File: src/rtl/pc_gen_pkg.sv
// pc_gen_pkg: constants and encodings shared by the program-counter generator.
//   PC_STEP  - byte distance between sequential instructions.
//   pc_src_e - which source feeds the next program counter.
package pc_gen_pkg;

    localparam int unsigned PC_STEP = 4;

    typedef enum logic [1:0] {
        SEQ  = 2'd0,
        JUMP = 2'd1,
        JALR = 2'd2,
        RET  = 2'd3
    } pc_src_e;

endpackage

File: src/rtl/pc_ras.sv
// pc_ras: circular return-address stack.
//   i_clk, i_rst_n : clock, synchronous active-low reset (pointer/count only)
//   i_push, i_pop  : push i_data / pop top; both together replace the top
//   i_data         : return address to push
//   o_top          : current top entry (meaningless while empty)
//   o_empty/o_full : decode of the registered occupancy count
module pc_ras
    import pc_gen_pkg::*;
#(
    parameter int XLEN      = 32,
    parameter int RAS_DEPTH = 4
) (
    input  logic            i_clk,
    input  logic            i_rst_n,
    input  logic            i_push,
    input  logic            i_pop,
    input  logic [XLEN-1:0] i_data,
    output logic [XLEN-1:0] o_top,
    output logic            o_empty,
    output logic            o_full
);

    localparam int PW = $clog2(RAS_DEPTH);
    localparam int CW = PW + 1;

    logic [XLEN-1:0] r_mem [RAS_DEPTH];
    logic [PW-1:0]   r_ptr;    // next free slot; top lives at r_ptr-1
    logic [CW-1:0]   r_count;

    logic [PW-1:0]   w_top_idx;
    logic            w_swap;
    logic            w_we;
    logic [PW-1:0]   w_waddr;

    assign w_top_idx = r_ptr - PW'(1);
    assign o_top     = r_mem[w_top_idx];
    assign o_empty   = (r_count == '0);
    assign o_full    = (r_count == CW'(RAS_DEPTH));

    // Push+pop on a non-empty stack rewrites the top in place. On an empty
    // stack the same request degenerates to a plain push.
    assign w_swap  = i_push && i_pop && !o_empty;
    assign w_we    = i_push;
    assign w_waddr = w_swap ? w_top_idx : r_ptr;

    // Entry storage carries no reset; entries are only trusted below count.
    always_ff @(posedge i_clk) begin
        if (i_rst_n && w_we)
            r_mem[w_waddr] <= i_data;
    end

    // When full, a push lands on r_ptr, which is the oldest entry, so the
    // overwrite is naturally circular and the count saturates.
    always_ff @(posedge i_clk) begin
        if (!i_rst_n) begin
            r_ptr   <= '0;
            r_count <= '0;
        end else if (w_swap) begin
            r_ptr   <= r_ptr;
            r_count <= r_count;
        end else if (i_push) begin
            r_ptr <= r_ptr + PW'(1);
            if (!o_full)
                r_count <= r_count + CW'(1);
        end else if (i_pop && !o_empty) begin
            r_ptr   <= r_ptr - PW'(1);
            r_count <= r_count - CW'(1);
        end
    end

endmodule

File: src/rtl/pc_gen.sv
// pc_gen: program-counter generator with return-address stack.
//   pc_clk, pc_rst_n     : clock, synchronous active-low reset
//   pc_stall             : freeze PC, stack and misaligned flag
//   pc_jump_enb/offset   : PC-relative redirect
//   pc_jalr_enb/target   : absolute redirect (target also backs an empty ret)
//   pc_call, pc_ret      : push return address / pop it as next PC
//   pc_counter           : registered current PC
//   pc_ras_empty/full    : stack occupancy flags
//   pc_misaligned        : one cycle after a redirect with raw target[1:0]!=0
//   pc_ras_underflow     : sticky, ret seen with empty stack
module pc_gen
    import pc_gen_pkg::*;
#(
    parameter int              XLEN         = 32,
    parameter logic [XLEN-1:0] RESET_VECTOR = '0,
    parameter int              RAS_DEPTH    = 4
) (
    input  logic            pc_clk,
    input  logic            pc_rst_n,
    input  logic            pc_stall,
    input  logic            pc_jump_enb,
    input  logic [XLEN-1:0] pc_offset,
    input  logic            pc_jalr_enb,
    input  logic [XLEN-1:0] pc_target,
    input  logic            pc_call,
    input  logic            pc_ret,
    output logic [XLEN-1:0] pc_counter,
    output logic            pc_ras_empty,
    output logic            pc_ras_full,
    output logic            pc_misaligned,
    output logic            pc_ras_underflow
);

    logic [XLEN-1:0] r_pc;
    logic            r_misaligned;
    logic            r_underflow;

    pc_src_e         w_src;
    logic [XLEN-1:0] w_seq;
    logic [XLEN-1:0] w_raw;
    logic [XLEN-1:0] w_next;
    logic            w_push;
    logic            w_pop;
    logic [XLEN-1:0] w_top;
    logic            w_empty;
    logic            w_full;

    // Next-PC select: ret > jalr > jump > sequential.
    always_comb begin
        w_src = SEQ;
        if (pc_ret)
            w_src = RET;
        else if (pc_jalr_enb)
            w_src = JALR;
        else if (pc_jump_enb)
            w_src = JUMP;

        w_seq = r_pc + XLEN'(PC_STEP);
        w_raw = w_seq;
        unique case (w_src)
            RET:     w_raw = w_empty ? pc_target : w_top;
            JALR:    w_raw = pc_target;
            JUMP:    w_raw = r_pc + pc_offset;
            default: w_raw = w_seq;
        endcase

        w_next = (w_src == SEQ) ? w_seq : {w_raw[XLEN-1:2], 2'b00};
    end

    // A call only counts alongside a taken redirect; with ret it turns the
    // pop into a top replacement (co-routine swap).
    assign w_push = !pc_stall && pc_call && (pc_ret || pc_jalr_enb || pc_jump_enb);
    assign w_pop  = !pc_stall && pc_ret;

    pc_ras #(
        .XLEN      (XLEN),
        .RAS_DEPTH (RAS_DEPTH)
    ) u_ras (
        .i_clk   (pc_clk),
        .i_rst_n (pc_rst_n),
        .i_push  (w_push),
        .i_pop   (w_pop),
        .i_data  (w_seq),
        .o_top   (w_top),
        .o_empty (w_empty),
        .o_full  (w_full)
    );

    always_ff @(posedge pc_clk) begin
        if (!pc_rst_n) begin
            r_pc         <= RESET_VECTOR;
            r_misaligned <= 1'b0;
            r_underflow  <= 1'b0;
        end else if (!pc_stall) begin
            r_pc         <= w_next;
            r_misaligned <= (w_src != SEQ) && (w_raw[1:0] != 2'b00);
            if (pc_ret && w_empty)
                r_underflow <= 1'b1;
        end
    end

    assign pc_counter       = r_pc;
    assign pc_ras_empty     = w_empty;
    assign pc_ras_full      = w_full;
    assign pc_misaligned    = r_misaligned;
    assign pc_ras_underflow = r_underflow;

endmodule

File: config.mk
export PLATFORM = sky130hd
export DESIGN_NAME = pc_gen
export DESIGN_NICKNAME = d
export VERILOG_FILES = /design/src/rtl/pc_gen_pkg.sv /design/src/rtl/pc_ras.sv /design/src/rtl/pc_gen.sv
export SDC_FILE = /design/constraint.sdc
export NUM_CORES = 1
export LEC_CHECK = 0
export CORE_MARGIN = 3
export CORE_UTILIZATION = 30
export DETAILED_ROUTE_END_ITERATION = 8
export PLACE_DENSITY_LB_ADDON = 0.08
export SETUP_SLACK_MARGIN = 0.1
export SLEW_MARGIN = 20
export SYNTH_ARGS = -nofsm -noshare
export SYNTH_HDL_FRONTEND = slang
export SYNTH_HIERARCHICAL = 1
export SYNTH_SLANG_ARGS = --single-unit
File: constraint.sdc
create_clock -name pc_clk -period 7.4 [get_ports pc_clk]
set_clock_uncertainty 0.1 [all_clocks]
set_input_delay 2.22 -clock pc_clk [delete_from_list [all_inputs] [get_ports pc_clk]]
set_output_delay 2.22 -clock pc_clk [all_outputs]
set_load 0.05 [all_outputs]
==> results.yml <==
outcome:
  run_status: "complete, no violations"
yosys:
  count_leader_synth: "sky130_fd_sc_hd__edfxtp_1"
  ys_top_cells_by_area: "sky130_fd_sc_hd__edfxtp_1 43%, sky130_fd_sc_hd__dfxtp_1 8.2%, sky130_fd_sc_hd__mux4_2 8.0%"
  synth_edf_count: 128
  synth_sequential_area_ratio: 0.5102
  synth-warning-count: 6
  post_synth_num_cell_types: 74
  synthCells: 752
  post_synth_most_frequent_cells: "128 x sky130_fd_sc_hd__edfxtp_1, 54 x sky130_fd_sc_hd__a21oi_1, 47 x sky130_fd_sc_hd__nand2_1"
  syn-mean-instance-area_um2: 11.95
  postSynth.asyncResetShare: 0
  synth_top_area_cell: "sky130_fd_sc_hd__edfxtp_1"
  synth_top_area_share: 0.4277
  syn_area_um2: 8986
  ys.flop_type: "sky130_fd_sc_hd__edfxtp_1"
  synthesized_flop_and_latch_total: 165
timing:
  hold_violations: 0
  slew_violations: 0
  timing_worst_slew_pin_value_ns: 0.9633
  achievable_frequency_ghz: 0.1942
  timing.setup.tns_ns: 0
  unrepaired_setup_endpoints_after_global_routing: "no"
  maxSlewHeadroom: 0.3571
  layout_worst_path_cycle_share: 0.6959
  final_worst_path_period_need_ns: 5.150
  setup_viol: 0
pwr:
  share_of_power_burned_in_registers: 0.421
  leakagePower_nw: 3.880
  netSwitchingFraction: 0.3204
  ir_drop_v: 0.0001408
  power_frac_clock: 0.365
  switchingPower_uw: 828.7
  cellPowerDensity_nw_per_um2: 232.3
  comb_power_share: 0.214
  internal_power_mw: 1.758
  finalPower_mw: 2.587
critical_path:
  kind_of_critical_path: "in2reg"
  cp_slowest_stage_delay_ns: 0.88
  cpMaxStageDelayCell: "sky130_fd_sc_hd__clkdlybuf4s50_1"
  timing.critical_path.fanout_max: 19
  series_of_cell_instances_along_the_critical_path: "clkdlybuf4s50_1 -> inv_1 -> nand2_1 -> and3_1 -> nand2_1 -> a21oi_4 -> buf_4"
  cp-start-kind: "primary input"
  endpoint_kind: "register"
  worstPathRequired_ns: 7.40
  timing.critical_path.arrival_ns: 5.15
  critPathMostFrequentCell: "sky130_fd_sc_hd__nand2_1"
route:
  drt_first_pass_iters: 5
  via_count: 6906
  post_drt_wl_per_cell_um: 24.02
  totalWireLength_mm: 30.12
  drc: 0
  route.antenna.remaining_nets: 0
  drt-vias-per-instance: 5.507
  detail_route.iter0.violations: 563
clocking:
  clk-insertion-delay-late_ns: 0.44
  cts_inserted_buffers: 17
  hold_buffers: 0
  cts-root-to-sink-buffers: 2
  clkTransAtPathRegs_ns: 0.08
  htree_num_levels: 4
  root_buffer: "sky130_fd_sc_hd__clkbuf_16"
  postCtsSetupRepairBufs: 0
  cts_resized: 0
  numClockSinks: 165
  clock_tree_from_tritoncts: "yes"
finish:
  num_antenna_cells: 0
  multi_input_comb_area_um2: 4218
  drive_above_1_share: 0.1264
  synthToLayoutAreaGrowth_pct: 23.89
  num-nets-final: 959
  seqCellArea_um2: 4587
  post-route-util: 0.3827
  nFillCells: 2823
die:
  dieArea_um2: 32070
  die_h_um: 179.1
  core_um2: 29090
  die_width_um: 179.1
  starting_density_of_the_core: 0.3089
  top_level_ports: 107
  rows: 62
global_route:
  grt_pass1_wl_mm: 44.56
  initial_antenna_violation_count: 0
  grt.total_usage: 0.1901
  pin_count_of_the_biggest_net_entering_global_routing: 43
  grt_overflow_total: 0
  via_count_of_the_first_global_routing_pass: 6926
placement:
  io_buffers: 104
  place.gp.congestion: 0.8636
  dp.final_hpwl_mm: 20.97
min_path:
  holdCritPathClass: "reg2reg"
flow_run:
  max_cap_violations: 0
==> cells in the final DEF (no fill, tap or decap), types with 6 or more instances in the layout <==
cell / instances
sky130_fd_sc_hd__a211o_1: 7
sky130_fd_sc_hd__a211oi_1: 6
sky130_fd_sc_hd__a21o_1: 16
sky130_fd_sc_hd__a21oi_1: 52
sky130_fd_sc_hd__a221o_1: 6
sky130_fd_sc_hd__a221oi_1: 16
sky130_fd_sc_hd__a31oi_1: 8
sky130_fd_sc_hd__and3_1: 15
sky130_fd_sc_hd__buf_4: 16
sky130_fd_sc_hd__clkbuf_16: 17
sky130_fd_sc_hd__clkdlybuf4s50_1: 104
sky130_fd_sc_hd__conb_1: 10
sky130_fd_sc_hd__dfxtp_1: 35
sky130_fd_sc_hd__edfxtp_1: 128
sky130_fd_sc_hd__ha_1: 30
sky130_fd_sc_hd__inv_1: 15
sky130_fd_sc_hd__mux2i_1: 10
sky130_fd_sc_hd__mux4_2: 32
sky130_fd_sc_hd__nand2_1: 47
sky130_fd_sc_hd__nand3_1: 29
sky130_fd_sc_hd__nand4_1: 9
sky130_fd_sc_hd__nor2_1: 32
sky130_fd_sc_hd__nor3_1: 14
sky130_fd_sc_hd__o21ai_0: 37
sky130_fd_sc_hd__o221ai_1: 7
sky130_fd_sc_hd__o22ai_1: 6
sky130_fd_sc_hd__or3_1: 6
sky130_fd_sc_hd__xnor2_1: 36
sky130_fd_sc_hd__xor2_1: 13
==> power groups by stage <==
stage,combinational (mW),clock (mW),sequential [mW]
5_1_grt,0.598,1.00,1.09
4_1_cts,0.555,0.967,1.09
2_1_floorplan,0.309,0,1.15
3_5_place_dp,0.552,0,1.11
3_3_place_gp,0.548,0,1.11
6_report,0.555,0.944,1.09
==> state kept, by name (all words and copies together), names as in the netlist <==
name and flops:
u_ras/r_mem 128, pc_counter 30, u_ras/r_count 3, u_ras/r_ptr 2, pc_misaligned 1, pc_ras_underflow 1
==> final cells by class <==
cell class / count / area share
Inverter: 15 / 0.005057
Multi-Input combinational cell: 538 / 0.3788
Clock buffer: 17 / 0.03821
Sequential cell: 165 / 0.4120
Clock inverter: 15 / 0.01843
Tap cell: 384 / 0.04316
Timing Repair Buffer: 120 / 0.1043
==> worst max-delay path, delay by kind of cell <==
| kind | cells | cell delay [ns] |
|---|---|---|
| AOI/OAI and AO/OA | 1 | 0.55 |
| and+or+nand+nor | 3 | 0.85 |
| buffers and inverters | 3 | 1.50 |
==> cell families after synthesis <==
logic type / Yosys count / synth area share
simple gates: 195 / 0.1181
other cells: 1 / 0.0004173
flops: 165 / 0.5102
mux: 43 / 0.09259
buf+inv: 58 / 0.02840
fa+ha+maj: 31 / 0.04400
xor+xnor: 50 / 0.04957
compound gates: 209 / 0.1568
==> worst paths after layout <==
path                                        from                 to  slack [ns]  cells after the start
worst min register to register  pc_ras_underflow   pc_ras_underflow        0.41                      2
worst max register to register    pc_counter[14]     pc_counter[31]        4.43                      9
worst min-delay path            pc_ras_underflow   pc_ras_underflow        0.41                      2
worst max-delay path                 pc_jump_enb  u_ras/r_mem[3][9]        2.25                      7
==> stage by stage <==
stage / instance area (um^2) / hold slack [ns] / setup slack, ns / instances
2_1_floorplan: 9020 / 0.4087 / 0.8588 / 761
3_3_place_gp: 10500 / 0.4365 / 1.885 / 1222
3_5_place_dp: 10500 / 0.4226 / 1.772 / 1222
4_1_cts: 11130 / 0.4455 / 2.227 / 1254
5_1_grt: 11130 / 0.4946 / 2.013 / 1254
6_report: 11130 / 0.4091 / 2.250 / 1254
==> metal layers <==
layer,share of wire,GRT usage,vias up
li1,-,-,3165
met1,0.48,0.2718,3486
met2,0.46,0.3056,232
met3,0.050,0.03261,23
met4,0.0090,0.03604,0
met5,0,0,-
(Power assumes the default switching activity.)
